===== config.mk =====
export PLATFORM = sky130hd
export DESIGN_NAME = regstrb_inst_assembler_flat
export DESIGN_NICKNAME = d
export VERILOG_FILES = /design/src/rtl/regstrb_inst_assembler_if.sv /design/src/rtl/regstrb_inst_assembler.sv /design/src/flat_wrapper.sv
export SDC_FILE = /design/constraint.sdc
export NUM_CORES = 1
export LEC_CHECK = 0
export BUFFER_PORTS_ARGS = -buffer_cell sky130_fd_sc_hd__buf_2
export CAP_MARGIN = 20
export CORE_ASPECT_RATIO = 0.7
export CORE_UTILIZATION = 30
export CTS_BUF_LIST = sky130_fd_sc_hd__clkbuf_2
export CTS_CLUSTER_SIZE = 24
export DETAILED_ROUTE_END_ITERATION = 16
export PLACE_DENSITY_LB_ADDON = 0.2
export SLEW_MARGIN = 20
export SYNTH_ARGS = -nofsm -noshare
export SYNTH_HDL_FRONTEND = slang
export SYNTH_SLANG_ARGS = --single-unit

===== constraint.sdc =====
create_clock -name clk -period 11.3 [get_ports clk]
set_input_delay 1.13 -clock clk [delete_from_list [all_inputs] [get_ports clk]]
set_output_delay 1.13 -clock clk [all_outputs]
set_load 0.005 [all_outputs]

===== src/rtl/regstrb_inst_assembler_if.sv =====
// regstrb_inst_assembler_if: register-word inputs and code-memory write bus of the instruction assembler
interface regstrb_inst_assembler_if #(
  parameter int WORD_WIDTH     = 32,
  parameter int WORDS_PER_INST = 2,
  parameter int ADDR_WIDTH     = 10
);
  logic [WORDS_PER_INST*WORD_WIDTH-1:0] word_value;
  logic [WORDS_PER_INST-1:0]            word_strobe;
  logic                                 control_start;
  logic [ADDR_WIDTH-1:0]                mem_wr_addr;
  logic [WORDS_PER_INST*WORD_WIDTH-1:0] mem_wr_data;
  logic                                 mem_wr_en;
  logic                                 mem_wr_ready;
  logic [ADDR_WIDTH:0]                  inst_count;
  logic                                 overflow;
  logic                                 addr_wrap;
  modport master (
    input  word_value, word_strobe, control_start, mem_wr_ready,
    output mem_wr_addr, mem_wr_data, mem_wr_en, inst_count, overflow, addr_wrap
  );
  modport slave (
    output word_value, word_strobe, control_start, mem_wr_ready,
    input  mem_wr_addr, mem_wr_data, mem_wr_en, inst_count, overflow, addr_wrap
  );
endinterface


===== src/rtl/regstrb_inst_assembler.sv =====
// regstrb_inst_assembler: gathers strobed register words into instructions and streams them to code memory via a FIFO
// Optional REGSTRB_DUP_ERR_EN adds a sticky dup_err output and discards partials hit by a repeated strobe.
module regstrb_inst_assembler #(
  parameter int WORD_WIDTH     = 32,
  parameter int WORDS_PER_INST = 2,
  parameter int ADDR_WIDTH     = 10,
  parameter int FIFO_DEPTH     = 4
) (
  input  logic clk,
  input  logic rst,
  regstrb_inst_assembler_if.master bus
`ifdef REGSTRB_DUP_ERR_EN
  ,
  output logic dup_err
`endif
);
  localparam int DW = WORDS_PER_INST*WORD_WIDTH;
  localparam int PW = $clog2(FIFO_DEPTH);
  logic [DW-1:0]             stage_q, stage_d, merged;
  logic [WORDS_PER_INST-1:0] valid_q, valid_d, eff_strb;
  logic [DW-1:0]             fifo_q [FIFO_DEPTH];
  logic [DW-1:0]             fifo_d [FIFO_DEPTH];
  logic [PW:0]               wr_ptr_q, wr_ptr_d, rd_ptr_q, rd_ptr_d;
  logic [ADDR_WIDTH-1:0]     addr_q, addr_d;
  logic [ADDR_WIDTH:0]       cnt_q, cnt_d;
  logic                      ovf_q, ovf_d, wrap_q, wrap_d, dup_q, dup_d;
  logic                      complete, dup, full, empty, push, pop;
  always_comb begin
    eff_strb = bus.control_start ? '0 : bus.word_strobe;
    merged = stage_q;
    for (int i = 0; i < WORDS_PER_INST; i++)
      if (eff_strb[i]) merged[i*WORD_WIDTH +: WORD_WIDTH] = bus.word_value[i*WORD_WIDTH +: WORD_WIDTH];
    complete = !bus.control_start && &(valid_q | eff_strb);
`ifdef REGSTRB_DUP_ERR_EN
    dup = |(valid_q & eff_strb) && !complete;
`else
    dup = 1'b0;
`endif
    full = (wr_ptr_q - rd_ptr_q) == (PW+1)'(FIFO_DEPTH);
    empty = wr_ptr_q == rd_ptr_q;
    push = complete && !full;
    pop = bus.mem_wr_en && bus.mem_wr_ready;
    stage_d = merged;
    valid_d = (bus.control_start || complete || dup) ? '0 : valid_q | eff_strb;
    fifo_d = fifo_q;
    if (push) fifo_d[wr_ptr_q[PW-1:0]] = merged;
    wr_ptr_d = bus.control_start ? '0 : wr_ptr_q + (PW+1)'(push);
    rd_ptr_d = bus.control_start ? '0 : rd_ptr_q + (PW+1)'(pop);
    addr_d = bus.control_start ? '0 : addr_q + ADDR_WIDTH'(pop);
    // the count saturates at 2^ADDR_WIDTH, i.e. once its MSB is set
    cnt_d = bus.control_start ? '0 : cnt_q + (ADDR_WIDTH+1)'(pop && !cnt_q[ADDR_WIDTH]);
    ovf_d = ovf_q | (complete && full);
    wrap_d = wrap_q | (pop && &addr_q);
    dup_d = dup_q | dup;
  end
  always_ff @(posedge clk) begin
    stage_q <= stage_d;
    fifo_q <= fifo_d;
  end
  always_ff @(posedge clk) begin
    if (rst) begin
      valid_q <= '0;
      wr_ptr_q <= '0;
      rd_ptr_q <= '0;
      addr_q <= '0;
      cnt_q <= '0;
      ovf_q <= 1'b0;
      wrap_q <= 1'b0;
      dup_q <= 1'b0;
    end else begin
      valid_q <= valid_d;
      wr_ptr_q <= wr_ptr_d;
      rd_ptr_q <= rd_ptr_d;
      addr_q <= addr_d;
      cnt_q <= cnt_d;
      ovf_q <= ovf_d;
      wrap_q <= wrap_d;
      dup_q <= dup_d;
    end
  end
  assign bus.mem_wr_en = !empty && !bus.control_start;
  assign bus.mem_wr_data = fifo_q[rd_ptr_q[PW-1:0]];
  assign bus.mem_wr_addr = addr_q;
  assign bus.inst_count = cnt_q;
  assign bus.overflow = ovf_q;
  assign bus.addr_wrap = wrap_q;
`ifdef REGSTRB_DUP_ERR_EN
  assign dup_err = dup_q;
`else
  logic unused_dup;
  assign unused_dup = dup_q;
`endif
endmodule


===== src/flat_wrapper.sv =====
// flat-port wrapper written by rule: the top's interface ports become plain ports
module regstrb_inst_assembler_flat 
#(
  parameter int WORD_WIDTH     = 32,
  parameter int WORDS_PER_INST = 2,
  parameter int ADDR_WIDTH     = 10,
  parameter int FIFO_DEPTH     = 4
)
  (clk, rst, bus_word_value, bus_word_strobe, bus_control_start, bus_mem_wr_ready, bus_mem_wr_addr, bus_mem_wr_data, bus_mem_wr_en, bus_inst_count, bus_overflow, bus_addr_wrap);
  regstrb_inst_assembler_if #(.WORD_WIDTH(WORD_WIDTH), .WORDS_PER_INST(WORDS_PER_INST), .ADDR_WIDTH(ADDR_WIDTH)) bus_i ();
  input  logic clk;
  input  logic rst;
  input wire logic [$bits(bus_i.word_value)-1:0] bus_word_value;
  input wire logic [$bits(bus_i.word_strobe)-1:0] bus_word_strobe;
  input wire logic [$bits(bus_i.control_start)-1:0] bus_control_start;
  input wire logic [$bits(bus_i.mem_wr_ready)-1:0] bus_mem_wr_ready;
  output wire logic [$bits(bus_i.mem_wr_addr)-1:0] bus_mem_wr_addr;
  output wire logic [$bits(bus_i.mem_wr_data)-1:0] bus_mem_wr_data;
  output wire logic [$bits(bus_i.mem_wr_en)-1:0] bus_mem_wr_en;
  output wire logic [$bits(bus_i.inst_count)-1:0] bus_inst_count;
  output wire logic [$bits(bus_i.overflow)-1:0] bus_overflow;
  output wire logic [$bits(bus_i.addr_wrap)-1:0] bus_addr_wrap;
  assign bus_i.word_value = bus_word_value;
  assign bus_i.word_strobe = bus_word_strobe;
  assign bus_i.control_start = bus_control_start;
  assign bus_i.mem_wr_ready = bus_mem_wr_ready;
  assign bus_mem_wr_addr = bus_i.mem_wr_addr;
  assign bus_mem_wr_data = bus_i.mem_wr_data;
  assign bus_mem_wr_en = bus_i.mem_wr_en;
  assign bus_inst_count = bus_i.inst_count;
  assign bus_overflow = bus_i.overflow;
  assign bus_addr_wrap = bus_i.addr_wrap;
  regstrb_inst_assembler #(.WORD_WIDTH(WORD_WIDTH), .WORDS_PER_INST(WORDS_PER_INST), .ADDR_WIDTH(ADDR_WIDTH), .FIFO_DEPTH(FIFO_DEPTH)) u_core (.clk(clk), .rst(rst), .bus(bus_i));
endmodule

Word-level counts from Yosys, hierarchy flattened
Cells that the tools add are included.

word-level totals
  output and inout port bits = 88
  logic and storage cells = 53
  input port bits = 70
  flip-flop bits (word level) = 351

operators by class
  reductions and logical operators = 17
  $lt $le $gt $ge = 3
  equality and inequality tests = 2
  bitwise operators = 5
  muxes and demuxes = 9
  add/subtract/negate cells = 5

operators with widths
  kind                                                 number
  bitwise mux 256 bit                                  1
  two-way mux 64 bit                                   3
  binary-select mux 64 bit (select 2 bit)              1
  demux 64 bit (select 2 bit)                          1
  two-way mux 32 bit                                   2
  adder 11 x 1 -> 11 bit                               1
  adder 10 x 1 -> 10 bit                               1
  AND reduction 10 bit                                 1
  logical AND 1 bit                                    8
  adder 3 x 1 -> 3 bit                                 2
  >= comparator 3 bit (second input constant)          2
  inverter 2 -> 3 bit                                  2
  zero test 1 bit                                      4
  OR reduction 2 bit                                   2
  == test 3 bit                                        1
  == test 3 bit (second input constant)                1
  < comparator 3 x 1 -> 1 bit (second input constant)  1
  subtractor 3 bit                                     1
  two-way mux 2 bit                                    1
  bitwise OR 1 bit                                     2
  bitwise OR 2 bit                                     1
  AND reduction 2 bit                                  1
  logical OR 1 bit                                     1

Logic depth before layout (Yosys ltp)
  depth in word-level cells = 6
  gate-level depth with buffers = 13

Least setup slack after synthesis
No wires, ideal clock.

  path type = input port to flip-flop
  start point = input bus_word_strobe[1]
  end point = register u_core.fifo_q[0] (netlist name), enable pin
  path buffers = 0
  data required time = 10617 ps
  stages = 3
  slack = 2177 ps
  data arrival time = 8440 ps
  cell sequence = o22ai_1 > nand2b_1 > a2111oi_1

between the ends
  longest elaborated chain between the ends = 5

ends and longest elaborated chain
  element                 RTL line                      RTL
  start: declaration      flat_wrapper.sv:14            input wire logic [$bits(bus_i.word_strobe)-1:0] bus_word_strobe;
  two-way mux 2 bit       regstrb_inst_assembler.sv:29  eff_strb = bus.control_start ? '0 : bus.word_strobe;
  bitwise OR 2 bit        regstrb_inst_assembler.sv:33  complete = !bus.control_start && &(valid_q | eff_strb);
  AND reduction 2 bit     regstrb_inst_assembler.sv:33
  logical AND 1 bit       regstrb_inst_assembler.sv:33
  logical AND 1 bit       regstrb_inst_assembler.sv:41  push = complete && !full;
  end signal: assignment  regstrb_inst_assembler.sv:58  fifo_q <= fifo_d;
  end: declaration        regstrb_inst_assembler.sv:21  logic [DW-1:0] fifo_q [FIFO_DEPTH];

No other way between the ends.
A chain may end at the register's enable or synchronous reset.

Worst setup path in the final report
  start point = register u_core.rd_ptr_q[0]
  end point = output bus_mem_wr_data[41]

between the ends
  longest elaborated chain between the ends = 4

ends and longest elaborated chain
  element                                                RTL line                      RTL
  start: declaration                                     regstrb_inst_assembler.sv:23  logic [PW:0] wr_ptr_q, wr_ptr_d, rd_ptr_q, rd_ptr_d;
  start signal: assignment                               regstrb_inst_assembler.sv:73  rd_ptr_q <= rd_ptr_d;
  inverter 2 -> 3 bit (not written as such)              regstrb_inst_assembler.sv:82  assign bus.mem_wr_data = fifo_q[rd_ptr_q[PW-1:0]];
  binary-select mux 64 bit (select 2 bit)                regstrb_inst_assembler.sv:82
  two-way mux 64 bit (not written as such) (2 in a row)  regstrb_inst_assembler.sv:82
  end: declaration                                       flat_wrapper.sv:18            output wire logic [$bits(bus_i.mem_wr_data)-1:0] bus_mem_wr_data;

No other way between the ends. The select of a mux whose other input is x is not followed.

==> flow_summary.yaml <==
outcome:
  status: "finished with violations"
  violations: "design-rule violations"
clock_network:
  clock_sink_count: 351
  htreeDepth: 3
  cts_tree: "yes"
  hold_buffers: 0
  cts_post_setup_buffers_inserted: 0
  clock_tree.root_cell: "clkbuf_2"
  ctsResizeCount: 0
  clkTransAtPathRegs_ps: 110
  clockBufferDepth: 3
  clock_latency_ps: 950
  cts_buffers: 86
power_and_ir_drop:
  p_sw_frac: 0.235
  power_switching_mw: 0.585
  p_total_mw: 2.49
  p_leak_nw: 5.32
  power.density_nw_per_um2: 166
  ir_drop_v: 0.0000610
  p_comb_frac: 0.053
  p_int_mw: 1.91
  seqPwrFrac: 0.589
  p_clk_frac: 0.359
detailed_routing:
  first_pass_iters: 10
  drt_wl_total_mm: 26.5
  routed_via_density: 4.39
  vias: 6469
  route.detailed.drc: 9
  routedWlPerCell_um: 18.0
  drt-initial-drc-count: 314
  ant_nets: 0
final_layout:
  syn_to_final_growth_pct: 18.6
  seq_area_um2: 9600
  final_util: 0.364
  final_common_cell: "edfxtp_1"
  most-common-layout-cells: "edfxtp_1, buf_2, clkbuf_2"
  nNetsFinal: 934
  drive_gt1_frac: 0.495
  multi_input_area_um2: 2980
  fillers: 3947
sta:
  post-route-worst-setup-slack_ps: 6860
  tns_ps: 0
  post-route-period-util: 0.393
  min_period_ps: 4440
  fin_skew_ps: 61.7
  whs_ps: 440
  setup-violations-final: 0
  worstMarginPinSlew_ps: 747
  relSlewSlack: 0.502
  rsz0062_at_grt: "no"
  drv_slew: 0
  hold_viol_final: 0
  max_freq_mhz: 225
floorplanning:
  die_x_um: 248
  rows: 62
  num_io_pins: 158
  die_area_um2: 43100
  coreArea_um2: 41300
  fp.dieH_um: 174
  initial_core_util: 0.307
synthesis:
  synthTopCellsByArea: "edfxtp_1, dfxtp_1, mux4_2"
  synth_top_area_frac: 0.606
  synth_cell_types: 37
  synth_seq_cells: 351
  syn_area_um2: 12700
  syn_inst: 621
  ys_warn_count: 0
  ys_seq_area_frac: 0.756
  postSynthAreaPerCell_um2: 20.4
  synth_top_cell_by_area: "edfxtp_1"
  synth_nets: 701
critical_path:
  rr_endpoint: "u_core.bus.inst_count[10]"
  slowest_stage: "dfxtp_4"
  endpoint_kind: "output port"
  crit_path_start_kind: "register"
  crit_start: "u_core.rd_ptr_q[0]"
  cp.required_ps: 10170
  worstPathMaxFanout: 34
  worstRegToRegCells: 9
  worstSetupPathType: "register to output port"
  worstPathArrival_ps: 3310
  critPathMaxStageDelay_ps: 850
  worst_r2r_startpoint: "u_core.rd_ptr_q[0]"
  ff2ff_setup_slack_ps: 7940
  crit_chain: "buf_4, mux4_2, buf_2"
hold_path:
  worstHoldStart: "bus_mem_wr_ready"
  hold_class: "input port to register"
  whs_endpoint: "u_core.bus.addr_wrap"
  whs_path_depth: 2
placement:
  place_congestion: 0.683
  dp_worst_setup_slack_ps: 7720
  dp_hpwl_mm: 15.2
  io_buffers: 157
global_routing:
  grt_pass1_wl_mm: 40.7
  track_usage: 0.127
  grt_max_degree: 40
  antenna_found_initial: 2
  grt_overflow: 0
  grt_pass1_vias: 6946
job:
  maxCapViolCount: 0
[power by group through the flow]
stage	logic [mW]	clock network [mW]	registers, mW
global route	0.146	1.01	1.47
CTS	0.134	0.942	1.47
detailed placement	0.134	0	1.50
finish	0.131	0.894	1.47
global placement	0.133	0	1.50
floorplan	0.0807	0	1.49
[routing by layer]
metal / GRT usage / share of wire
met1: 0.171 / 0.49
met3: 0.0434 / 0.052
met2: 0.188 / 0.44
met4: 0.0488 / 0.018
met5: 0 / 0
[Yosys cell counts (all sizes together)]
cell type,count
edfxtp,256
dfxtp,95
mux2,64
mux4,64
buf,17
a21oi,12
and2,10
ha,10
nor2,10
inv,9
clkbuf,7
nand3,7
xnor2,7
nand2,6
o21ai,6
or3,6
a2111oi,4
nand4,4
o31ai,4
or4,4
nor2b,3
xor2,3
a32o,2
nor3,2
nor4,2
o21a,2
and3b,1
nand2b,1
nand4b,1
o211a,1
o22ai,1
[worst max-delay path by stage]
stage	endpoint	slack, ps
floorplan	u_core.fifo_q[0]	2180
global placement	bus_mem_wr_data[41]	7740
detailed placement	bus_mem_wr_data[41]	7720
CTS	bus_mem_wr_data[41]	6580
global route	bus_mem_wr_data[41]	6400
finish	bus_mem_wr_data[41]	6860
[area by class of cell]
cell class	count	area share
Sequential cell	351	0.638
Clock buffer	139	0.0463
Tap cell	544	0.0453
Clock inverter	20	0.0111
Multi-Input combinational cell	237	0.198
Antenna cell	5	0.000832
Inverter	9	0.00225
Timing Repair Buffer	169	0.0582
[cells by family (layout without fill, tap and decap cells)]
| logic type | count (synthesis) | after routing | synth area share |
|---|---|---|---|
| AOI/OAI and AO/OA | 32 | 32 | 0.0171 |
| xor gates and xnor gates | 10 | 10 | 0.00809 |
| adders and majority gates | 10 | 10 | 0.00987 |
| buffers and inverters | 33 | 337 | 0.0122 |
| DFF | 351 | 351 | 0.756 |
| muxes | 128 | 128 | 0.171 |
| other | 0 | 5 | 0 |
| and+or+nand+nor | 57 | 57 | 0.0259 |
[critical path: cells and delay by family (launching register included)]
family / cells / cell delay [ps]
flops: 1 / 850
mux: 1 / 620
buf+inv: 2 / 870
[flip-flops by register name, indices dropped and copies added (netlist names)]
signal,flops
u_core.valid_q,2
u_core.bus.overflow,1
u_core.wr_ptr_q,3
u_core.fifo_q,256
u_core.rd_ptr_q,3
u_core.bus.inst_count,11
u_core.stage_q,64
u_core.bus.addr_wrap,1
u_core.bus.mem_wr_addr,10
[per-stage QoR]
step	instance area (µm²)	instances
detailed placement	14200	1310
finish	15000	1474
global route	15000	1474
floorplan	12700	621
global placement	14200	1310
CTS	15000	1469
Note: power is estimated with default switching activity, not from simulation.
